**src/rtl/riscv_exu_wb_arb_if.sv**
```systemverilog
// Write-back arbitration bundle: functional-unit requests in, register-file
// write/unlock port and status out.
interface riscv_exu_wb_arb_if #(
  parameter int unsigned N_REQ = 3,
  parameter int unsigned IDX_W = $clog2(N_REQ)
);
  logic [N_REQ-1:0]        req_vld;
  logic [N_REQ-1:0][4:0]   req_rd;
  logic [N_REQ-1:0][31:0]  req_data;
  logic [N_REQ-1:0]        req_rdy;
  logic                    wb_stall;
  logic                    register_write_en;
  logic [4:0]              register_write;
  logic [31:0]             register_write_data;
  logic                    register_unlock_en;
  logic [4:0]              register_unlock;
  logic [IDX_W-1:0]        grant_id;
  logic                    busy;

  modport slave (
    input  req_vld, req_rd, req_data, wb_stall,
    output req_rdy, register_write_en, register_write, register_write_data,
           register_unlock_en, register_unlock, grant_id, busy
  );

  modport master (
    output req_vld, req_rd, req_data, wb_stall,
    input  req_rdy, register_write_en, register_write, register_write_data,
           register_unlock_en, register_unlock, grant_id, busy
  );
endinterface

```
**src/rtl/riscv_exu_wb_arb.sv**
```systemverilog
// Round-robin write-back arbiter: N_REQ functional units share one registered
// register-file write port; every grant also releases the destination lock.
module riscv_exu_wb_arb #(
  parameter int unsigned N_REQ = 3,
  parameter int unsigned IDX_W = $clog2(N_REQ)
) (
  input  logic                clock,
  input  logic                reset,
  riscv_exu_wb_arb_if.slave   wb
);

  logic [IDX_W-1:0] rr_ptr_q, rr_ptr_d;
  logic             gnt_vld;
  logic [IDX_W-1:0] gnt_idx;
  int unsigned      cand;

  logic             wen_q, uen_q;
  logic [4:0]       wa_q, ua_q;
  logic [31:0]      wd_q;
  logic [IDX_W-1:0] gid_q;

  // Search starts at rr_ptr and wraps modulo N_REQ, so the pointer stays in range
  // even when N_REQ is not a power of two.
  always_comb begin
    gnt_vld = 1'b0;
    gnt_idx = '0;
    cand    = 0;
    for (int unsigned k = 0; k < N_REQ; k++) begin
      cand = (32'(rr_ptr_q) + k) % N_REQ;
      if (!gnt_vld && wb.req_vld[cand]) begin
        gnt_vld = 1'b1;
        gnt_idx = IDX_W'(cand);
      end
    end
    if (wb.wb_stall || reset) gnt_vld = 1'b0;
  end

  always_comb begin
    wb.req_rdy = '0;
    if (gnt_vld) wb.req_rdy[gnt_idx] = 1'b1;
  end

  always_comb begin
    rr_ptr_d = rr_ptr_q;
    if (gnt_vld) rr_ptr_d = (gnt_idx == IDX_W'(N_REQ - 1)) ? '0 : gnt_idx + 1'b1;
  end

  always_ff @(posedge clock) begin
    if (reset) begin
      rr_ptr_q <= '0;
      wen_q    <= 1'b0;
      uen_q    <= 1'b0;
      wa_q     <= '0;
      wd_q     <= '0;
      ua_q     <= '0;
      gid_q    <= '0;
    end else begin
      rr_ptr_q <= rr_ptr_d;
      wen_q    <= gnt_vld && (wb.req_rd[gnt_idx] != 5'd0);
      uen_q    <= gnt_vld;
      if (gnt_vld) begin
        wa_q  <= wb.req_rd[gnt_idx];
        wd_q  <= wb.req_data[gnt_idx];
        ua_q  <= wb.req_rd[gnt_idx];
        gid_q <= gnt_idx;
      end
    end
  end

  assign wb.register_write_en   = wen_q;
  assign wb.register_write      = wa_q;
  assign wb.register_write_data = wd_q;
  assign wb.register_unlock_en  = uen_q;
  assign wb.register_unlock     = ua_q;
  assign wb.grant_id            = gid_q;
  assign wb.busy                = |wb.req_vld;

endmodule

```
**src/flat_wrapper.sv**
```systemverilog
// flat-port wrapper written by rule: the top's interface ports become plain ports
module riscv_exu_wb_arb_flat 
#(
  parameter int unsigned N_REQ = 3,
  parameter int unsigned IDX_W = $clog2(N_REQ)
)
  (clock, reset, wb_req_vld, wb_req_rd, wb_req_data, wb_wb_stall, wb_req_rdy, wb_register_write_en, wb_register_write, wb_register_write_data, wb_register_unlock_en, wb_register_unlock, wb_grant_id, wb_busy);
  riscv_exu_wb_arb_if #(.N_REQ(N_REQ), .IDX_W(IDX_W)) wb_i ();
  input  logic clock;
  input  logic reset;
  input wire logic [$bits(wb_i.req_vld)-1:0] wb_req_vld;
  input wire logic [$bits(wb_i.req_rd)-1:0] wb_req_rd;
  input wire logic [$bits(wb_i.req_data)-1:0] wb_req_data;
  input wire logic [$bits(wb_i.wb_stall)-1:0] wb_wb_stall;
  output wire logic [$bits(wb_i.req_rdy)-1:0] wb_req_rdy;
  output wire logic [$bits(wb_i.register_write_en)-1:0] wb_register_write_en;
  output wire logic [$bits(wb_i.register_write)-1:0] wb_register_write;
  output wire logic [$bits(wb_i.register_write_data)-1:0] wb_register_write_data;
  output wire logic [$bits(wb_i.register_unlock_en)-1:0] wb_register_unlock_en;
  output wire logic [$bits(wb_i.register_unlock)-1:0] wb_register_unlock;
  output wire logic [$bits(wb_i.grant_id)-1:0] wb_grant_id;
  output wire logic [$bits(wb_i.busy)-1:0] wb_busy;
  assign wb_i.req_vld = wb_req_vld;
  assign wb_i.req_rd = wb_req_rd;
  assign wb_i.req_data = wb_req_data;
  assign wb_i.wb_stall = wb_wb_stall;
  assign wb_req_rdy = wb_i.req_rdy;
  assign wb_register_write_en = wb_i.register_write_en;
  assign wb_register_write = wb_i.register_write;
  assign wb_register_write_data = wb_i.register_write_data;
  assign wb_register_unlock_en = wb_i.register_unlock_en;
  assign wb_register_unlock = wb_i.register_unlock;
  assign wb_grant_id = wb_i.grant_id;
  assign wb_busy = wb_i.busy;
  riscv_exu_wb_arb #(.N_REQ(N_REQ), .IDX_W(IDX_W)) u_core (.clock(clock), .reset(reset), .wb(wb_i));
endmodule
```
**config.mk**
```make
export PLATFORM = sky130hd
export DESIGN_NAME = riscv_exu_wb_arb_flat
export DESIGN_NICKNAME = d
export VERILOG_FILES = /design/src/rtl/riscv_exu_wb_arb_if.sv /design/src/rtl/riscv_exu_wb_arb.sv /design/src/flat_wrapper.sv
export SDC_FILE = /design/constraint.sdc
export NUM_CORES = 1
export LEC_CHECK = 0
export CAP_MARGIN = 30
export CELL_PAD_IN_SITES_DETAIL_PLACEMENT = 0
export CELL_PAD_IN_SITES_GLOBAL_PLACEMENT = 2
export CORE_UTILIZATION = 20
export CTS_BUF_LIST = sky130_fd_sc_hd__clkbuf_2 sky130_fd_sc_hd__clkbuf_4 sky130_fd_sc_hd__clkbuf_8
export CTS_CLUSTER_DIAMETER = 100
export DETAILED_ROUTE_END_ITERATION = 6
export PLACE_DENSITY_LB_ADDON = 0.1
export SYNTH_ARGS = -nofsm -noshare
export SYNTH_HDL_FRONTEND = slang
export SYNTH_SLANG_ARGS = --single-unit
```
**constraint.sdc**
```tcl
create_clock -name clock -period 3.05 [get_ports clock]
set_input_delay 0.61 -clock clock [delete_from_list [all_inputs] [get_ports clock]]
set_output_delay 0.61 -clock clock [all_outputs]
set_load 0.01 [all_outputs]
```
After elaboration in Yosys (flattened, before gate mapping)
Index checks and enable logic that the tools add are counted.

Add/sub/neg operators: 3. Div/mod/pow operators: 3. Reduce and logical (&&, ||, !) cells: 9. $lt $le $gt $ge: 5. Eq/ne operators: 1. Mux-type cells: 21.

Operator list (count): less-than comparator 32 x 3 -> 1 bit (second input constant) (3); binary-select mux 32 bit (select 2 bit) (1); modulo 32 x 2 -> 32 bit (second input constant) (2); modulo 2 x 2 -> 32 bit (second input constant) (1); 2-to-1 mux 32 bit (1); binary-select mux 5 bit (select 2 bit) (1); 2-to-1 mux 1 bit (8); 2-to-1 mux 2 bit (4); binary-select mux 1 bit (select 2 bit) (3); 2-to-1 mux 5 bit (1); nonzero test 5 bit (1); logical AND 1 bit (4); adder 2 x 1 -> 3 bit (second input constant) (1); adder 2 x 2 -> 3 bit (second input constant) (1); less-than comparator 2 x 3 -> 1 bit (second input constant) (1); 2-to-1 mux 3 bit (1); OR reduction 3 bit (1); adder 2 x 1 -> 2 bit (second input constant) (1); demux 1 bit (select 2 bit) (1); equality test 2 bit (second input constant) (1); greater-or-equal comparator 2 x 1 -> 1 bit (second input constant) (1); zero test 1 bit (2); logical OR 1 bit (1).

Output and inout port bits: 50. Register bits after elaboration: 43.

Depth between registers and ports, before layout
Gate-level depths: netlist of the first run.

Word-level depth: 15. Gate-level depth with buffers: 12.

Worst setup path after synthesis of the first run
OpenSTA, ideal clock, no wires.

Path kind: register to output. Start point: reg u_core.rr_ptr_q[0]. End point: out wb_req_rdy[2]. Path buffers: 3. Setup slack: 332 ps. Stages on the path, launching flop included: 9. Data required time: 2440 ps. Arrival time: 2108 ps. Cell sequence: dfxtp_1 -> inv_1 -> ha_1 -> clkbuf_2 -> a221o_1 -> o21ai_0 -> buf_2 -> buf_2 -> and3_1.

Longest elaborated chain between the ends: 15. Elaborated cells between the ends (all ways): 28. Classes of those cells: add/sub (2); div (3); order compare (2); mux (16); reduce/logical (5).

Ends and longest elaborated chain: start, declared (RTL line riscv_exu_wb_arb.sv:12) `logic [IDX_W-1:0] rr_ptr_q, rr_ptr_d;`; start signal, assigned (RTL line riscv_exu_wb_arb.sv:58) `rr_ptr_q <= rr_ptr_d;`; branches (longest 14 deep; another with modulo 32 x 2 -> 32 bit); 2-to-1 mux 3 bit * (RTL line riscv_exu_wb_arb.sv:40) `if (gnt_vld) wb.req_rdy[gnt_idx] = 1'b1;`; end, declared (RTL line flat_wrapper.sv:15) `output wire logic [$bits(wb_i.req_rdy)-1:0] wb_req_rdy;`.

Mark *: on every way between the ends. The select of a mux whose other input is x is not followed.

Worst setup path in the final report of the first run
Start point: reg u_core.rr_ptr_q[1]. End point: out wb_req_rdy[2].

The elaborated chain is that of the path after synthesis.

==> results of run 1 <==
[registers in the layout, summed over array words and instances, names as in the netlist]
register                       cells
u_core.wb.register_write           5
u_core.wb.register_unlock_en       1
u_core.wb.grant_id                 2
u_core.wb.register_write_en        1
u_core.wb.register_write_data     32
u_core.rr_ptr_q                    2
[logic make-up (layout without fill, tap and decap cells)]
group,Yosys count,count (layout),synth area share (%)
simple gates,69,69,15.7
mux,32,32,12.2
fa+ha+maj,4,4,1.87
buf+inv,47,211,10.4
compound gates,101,101,27.6
flops,43,43,32.2
[placed cells by master (no fill, tap or decap), types with 2 or more instances in the layout]
master,n
nor3_1,2
ha_4,2
clkdlybuf4s50_1,159
a21o_1,10
nor2b_1,2
dfxtp_1,41
inv_1,11
o32ai_2,9
or4_1,2
nor4_1,2
inv_2,2
mux2i_1,29
dlygate4sd2_1,4
buf_4,24
o21ai_0,9
nand2_1,7
clkbuf_8,7
nor3b_1,27
dfxtp_2,2
a21oi_1,2
and3_1,2
ha_1,2
nand3b_1,2
o21ai_1,20
o31ai_1,2
nor2_1,13
dlymetal6s2s_1,2
o21ai_2,2
a31oi_1,36
[how the worst max path moves through the flow]
stage	endpoint	slack [ns]	depth (start not counted)
floorplan	wb_req_rdy[2]	0.33	8
global placement	wb_req_rdy[1]	-0.28	7
detailed placement	wb_req_rdy[1]	-0.30	7
CTS	wb_req_rdy[1]	-0.05	8
global route	wb_req_rdy[2]	-0.03	9
finish	wb_req_rdy[2]	0.08	9
[synthesized netlist by cell type, drive strengths merged (2+ instances only)]
master  count  area (sq um)
a21oi       2          10.0
o21ai      32           164
buf        23           188
ha          4          50.1
nor3        2          10.0
a31oi      36           225
mux2        2          26.3
dfxtp      43           861
clkbuf     11          42.5
nor2b       3          18.8
nor4        2          12.5
mux2i      30           300
a21o       10          75.1
nand3b      2          15.0
and3        2          12.5
o32ai       9           146
o31ai       4          43.8
nand2       8          32.5
nor3b      27           203
or4         2          15.0
inv        13          48.8
nor2       13          48.8
nand3       2          10.0
[where the power goes]
| part | total [W] | switching [W] | internal, W |
|---|---|---|---|
| clock | 0.000435 | 0.000219 | 0.000216 |
| sequential | 0.000889 | 0.000114 | 0.000775 |
| combinational | 0.00221 | 0.00104 | 0.00117 |
[per-stage QoR]
step | cell area (sq um) | setup slack (ns) | util, % | hold WS (ns) | cells
5_1_grt | 4660 | -0.0268 | 36.3 | 0.489 | 632
3_5_place_dp | 4500 | -0.303 | 35.1 | 0.447 | 623
2_1_floorplan | 2670 | 0.332 | - | 0.455 | 296
6_report | 4660 | 0.0802 | 36.3 | 0.465 | 632
4_1_cts | 4600 | -0.0524 | 35.9 | 0.464 | 631
3_3_place_gp | 4500 | -0.275 | 35.1 | 0.436 | 623
[area by class of cell]
type | instances | area share [%]
clock buffers | 8 | 2.23
well taps | 172 | 4.62
multi-input cells | 206 | 34.2
inverters | 13 | 1.05
flip-flops and latches | 43 | 18.5
repair buffers | 190 | 39.4
[layer usage]
metal	global-route usage [%]	vias to the layer above	wire [microns]	part of all wire (%)
li1	-	1424	-	-
met1	17.6	1292	4530	45
met2	23.9	112	4530	45
met3	4.70	8	813	8.1
met4	4.57	0	119	1.2
met5	0	-	0	0
[tightest hold or removal path: stages, from the launching register on]
cell	delay [ns]
dfxtp_1	0.34
nand2_1	0.04
o21ai_0	0.06
[repair_timing]
action                                 CTS  global route
setup buffers                            0             1
hold buffers                             0             0
pin swaps                                0             2
endpoints found under the hold margin    0             0
setup endpoints to repair                3             3
resized for setup                        7            12
==> results.yml, run 1 <==
outcome:
  status: "completed"
final_layout:
  final-seq-area_sq_um: 863
  area_growth_syn_to_layout_pct: 74.6
  multiInputGateArea_sq_um: 1590
  layout-drive-gt1-share_pct: 13.9
  n_fill_cell: 1351
  num-nets-final: 580
  num_antenna_cells: 0
synth:
  synth_cells: 296
  synth-seq-cells: 43
  yosysSeqAreaShare_pct: 32.2
  synthFlopType: "dfxtp_1"
  synth-edff-count: 0
  syn_nets: 417
  syn-mean-instance-area_sq_um: 9.02
  synth.distinct_cells: 47
  syn_area_sq_um: 2670
  yosysWarningCount: 0
  async_flop_share_pct: 0
place:
  gp_congestion: 0.783
  port_buffers: 166
  dp_hpwl_mm: 7.19
timing:
  setup_viol: 0
  finalSetupTns_ns: 0
  hold_violations: 0
  fin_crit_ns: 2.97
  worstMarginPinSlew_ns: 0.537
  fin_skew_ns: 0.00530
  finalCritPeriodShare_pct: 97.4
  rsz0062_at_grt: "yes"
  max_slew_margin_pct: 64.2
  drv_slew: 0
  fmax_mhz: 337
global_routing:
  overflow: 0
  grt_pass1_wl_mm: 15.6
  grt_max_degree: 52
  antenna_found_initial: 0
  grt_pass1_vias: 2933
  grtUsageTotal_pct: 14.4
critical_path:
  crit_chain: "inv_2 -> ha_4 -> mux2i_2 -> o21ai_2 -> buf_4 -> a211o_1 -> and2_2 -> and3_1 -> dlygate4sd2_1"
  critPathRequiredTime_ns: 2.44
  reg2reg_depth: 10
  crit_start: "u_core.rr_ptr_q[1]"
  cpMaxStageDelayCell: "dfxtp_2"
  cp-start-kind: "flip-flop"
  path_max_fanout: 4
  critPathMaxStageDelay_ns: 0.39
  critPathCaptureType: "output pin"
  ff2ff_setup_slack_ns: 0.49
  path_buf_inv: 3
  reg2reg_to: "u_core.wb.register_write_data[22]"
  r2r-start: "u_core.rr_ptr_q[1]"
  cpLargestDelayFamily: "buffers and inverters"
  crit_arrival_ns: 2.36
  critPathKind: "reg -> out"
floorplanning:
  ios: 167
  rows: 41
  die_area_sq_um: 13800
  fp.dieH_microns: 118
  start_util_pct: 20.8
  die_x_microns: 118
  coreArea_sq_um: 12800
power:
  p_per_area_nw_per_um2: 758
  irDropWorstVdd_v: 0.000354
  finalPower_w: 0.00353
  power.leakage_nw: 1.85
drt:
  routed_wl_mm: 9.99
  drt-wirelength-per-cell_microns: 15.8
  vias: 2836
  via_per_inst: 4.49
  ant_nets: 0
  route.detailed.drc: 0
  drtIter0Drc: 99
  drt_first_pass_iters: 4
cts:
  clock-sinks: 43
  cts.htree.levels: 2
  clock_path_buffers: 2
  tritoncts: "built"
  clk_pin_slew_ns: 0.08
  clock-root-buffer: "clkbuf_8"
  numCtsBuffers: 5
  clk_latency_ns: 0.32
run:
  drv_cap: 0
min_path:
  hold-path-cell-count: 2
  min_path_type: "reg -> reg"
  hp-start: "u_core.wb.grant_id[1]"
  holdPathEnd: "u_core.wb.grant_id[1]"
Note: power is estimated with default switching activity, not from simulation.
==> run 2, diff against run 1 <==
ABC_CLOCK_PERIOD_IN_PS = 3050   (was default)
GPL_ROUTABILITY_DRIVEN = 0   (was default)
==> results of run 2 <==
No change in the layout: final DEF, timing and power equal those of run 1.
==> run 3, diff against run 2 <==
ABC_AREA = 1   (was default)
CORE_UTILIZATION = 18   (was 20)
==> run 3 against run 2 <==
Count of clock-buffer cells in the layout down 2. Routed wire length is 2.3% higher. Sequential power is 14% lower. Critical path depth rose by 1. Hold slack better by 0.025 ns. Combinational power fell by 24%. First-iteration DRC count is 10% lower. Final area fell by 4.2%. Non-clock buffer count decreased by 5. Critical path type is now in -> out.
==> results.yml, run 3 <==
place:
  dpl_worst_slack_ns: -0.0979
  dp.cells: 678
  dp_hpwl_mm: 7.27
  port_buffers: 166
  place_area_sq_um: 4350
critical_path:
  critPathKind: "in -> out"
  path_max_fanout: 4
  path_depth: 10
  reg2reg_to: "u_core.wb.register_write_data[11]"
  crit_chain: "clkdlybuf4s50_1 -> inv_1 -> nand2_1 -> nand3_1 -> nand2_1 -> nand3_2 -> nand2_1 -> nand2_2 -> nor3_1 -> dlygate4sd2_1"
  cp-endpoint: "wb_req_rdy[2]"
  r2r-start: "u_core.rr_ptr_q[0]"
  cpMostUsedCell: "nand2_1"
  cp-start-kind: "input port"
  cpLargestDelayFamily: "buffers and inverters"
  critPathCaptureType: "output pin"
  crit_start: "wb_req_vld[0]"
  ff2ff_setup_slack_ns: 0.63
  cpMaxStageDelayCell: "clkdlybuf4s50_1"
  critPathMaxStageDelay_ns: 0.52
  path_buf_inv: 3
  reg2reg_depth: 14
  critPathRequiredTime_ns: 2.44
  crit_arrival_ns: 2.22
final_layout:
  final_common_cell: "clkdlybuf4s50_1"
  multiInputGateArea_sq_um: 1360
  instances_no_fill: 686
  final_area_sq_um: 4460
  layout-drive-gt1-share_pct: 10.0
  area_growth_syn_to_layout_pct: 79.4
  final_core_util_pct: 33.4
  largest_register_ffs: 32
  num_antenna_cells: 0
  n_fill_cell: 1471
  layout_common_cells: "clkdlybuf4s50_1, nand2_1, a21oi_1, dfxtp_1, nand3_1"
  final-seq-area_sq_um: 862
  num-nets-final: 630
synth:
  yosys.area.top_type: "dfxtp_1"
  syn_nets: 468
  synth.distinct_cells: 28
  yosysSeqAreaShare_pct: 34.6
  synthFlopType: "dfxtp_1"
  yosysWarningCount: 0
  yosys.cell_count.top_type: "nand2_1"
  synth_commonest_cells: "nand2_1, a21oi_1, dfxtp_1"
  synth_cells: 347
  synth-seq-cells: 43
  syn_area_sq_um: 2490
  async_flop_share_pct: 0
  synth-edff-count: 0
  syn-mean-instance-area_sq_um: 7.17
  synth.top_cell.area_share_pct: 34.6
  synthTopCellsByArea: "dfxtp_1, nand2_1, a21oi_1"
timing:
  fin_crit_ns: 2.83
  worstMarginPinSlew_ns: 0.427
  hold_violations: 0
  fmax_mhz: 353
  rsz0062_at_grt: "no"
  finalCritPeriodShare_pct: 92.9
  fin_ws_ns: 0.217
  setup_viol: 0
  whs_ns: 0.490
  fin_skew_ns: 0.00619
  drv_slew: 0
  max_slew_margin_pct: 71.6
drt:
  ant_nets: 0
  via_per_inst: 4.35
  route.detailed.drc: 0
  drt-wirelength-per-cell_microns: 14.9
  vias: 2985
  drt_first_pass_iters: 4
  routed_wl_mm: 10.2
  drtIter0Drc: 89
floorplanning:
  start_util_pct: 18.6
  rows: 42
  die_x_microns: 120
  ios: 167
  fp.dieH_microns: 120
  die_area_sq_um: 14300
  coreArea_sq_um: 13300
cts:
  numCtsBuffers: 5
  clk_latency_ns: 0.32
  clk_pin_slew_ns: 0.09
  tritoncts: "built"
  cts_hold_buf: 0
  clock-sinks: 43
  clock-root-buffer: "clkbuf_8"
  post_cts_resized: 6
  cts_setup_buffers: 0
  cts.htree.levels: 2
  clock_path_buffers: 2
power:
  internal_power_w: 0.00175
  power.leakage_nw: 1.76
  p_seq_share_pct: 26.1
  irDropWorstVdd_v: 0.000263
  switchingPower_w: 0.00119
  p_per_area_nw_per_um2: 658
  swShare_pct: 40.5
  combPwrFrac_pct: 57.1
  clkPwrFrac_pct: 16.8
global_routing:
  overflow: 0
  grt_pass1_vias: 2968
  grt_use_met2_pct: 24.0
  use_met1_pct: 17.4
  antenna_found_initial: 0
  grt_pass1_wl_mm: 15.9
  top_usage_layer: "met2"
  grt_max_degree: 36
  grtUsageTotal_pct: 14.5
  met3_usage_pct: 4.90
min_path:
  min_path_type: "reg -> reg"
outcome:
  status: "completed"
run:
  drv_cap: 0
-- run 3: cell types whose count changed in the layout (fill, tap and decap cells not counted), moves of 27 or more --
| cell | delta |
|---|---|
| a31oi_1 | -27 |
| mux2i_1 | -29 |
| a21oi_1 | +59 |
| nand2_1 | +90 |
| nor3b_1 | -27 |
| nand3_1 | +32 |
-- run 3: cells by family after synthesis --
logic type	Yosys count	share of synthesized area [%]
simple gates	156	27.5
compound gates	98	25.2
buf+inv	46	10.7
flops	43	34.6
fa+ha+maj	4	2.01
-- run 3: worst min-delay path by stage --
| stage | from | to | slack [ns] | depth (start not counted) |
|---|---|---|---|---|
| after global placement | u_core.wb.grant_id[1] | u_core.wb.grant_id[1] | 0.47 | 2 |
| after CTS | u_core.rr_ptr_q[0] | u_core.rr_ptr_q[0] | 0.49 | 2 |
| final | u_core.wb.register_write_data[30] | u_core.wb.register_write_data[30] | 0.49 | 2 |
| after global routing | u_core.wb.register_write_data[19] | u_core.wb.register_write_data[19] | 0.51 | 2 |
| after floorplan | u_core.rr_ptr_q[0] | u_core.rr_ptr_q[0] | 0.48 | 2 |
| after detailed placement | u_core.wb.register_write_data[30] | u_core.wb.register_write_data[30] | 0.48 | 2 |
-- run 3: area by class of cell --
cell class / count / area share [%]
clock buffers: 6 / 1.85
clock inverters: 2 / 0.785
inverters: 16 / 1.40
multi-input cells: 258 / 30.5
flip-flops and latches: 43 / 19.3
well taps: 176 / 4.93
repair buffers: 185 / 41.2
-- run 3: metrics by stage --
stage,power [W],TNS (ns)
global placement,0.00251,-0.165
floorplan,0.00174,0
CTS,0.00302,0
finish,0.00294,0
global route,0.00319,0
detailed placement,0.00250,-0.182
-- run 3: tightest hold or removal path: stages (launching register included) --
cell and delay, ns:
dfxtp_1 0.32, nand2_1 0.06, a31oi_1 0.07
-- run 3: per-layer routing --
layer	routed length, microns	vias up
met5	0	-
met4	139	0
met3	902	8
met2	4730	115
met1	4440	1353
li1	-	1509
-- run 3: power groups by stage --
| stage | clock (W) | combinational [W] | sequential, W |
|---|---|---|---|
| 2_1_floorplan | 0 | 0.000900 | 0.000836 |
| 3_3_place_gp | 0 | 0.00173 | 0.000777 |
| 3_5_place_dp | 0 | 0.00172 | 0.000782 |
| 4_1_cts | 0.000529 | 0.00172 | 0.000771 |
| 5_1_grt | 0.000543 | 0.00186 | 0.000786 |
| 6_report | 0.000492 | 0.00168 | 0.000768 |
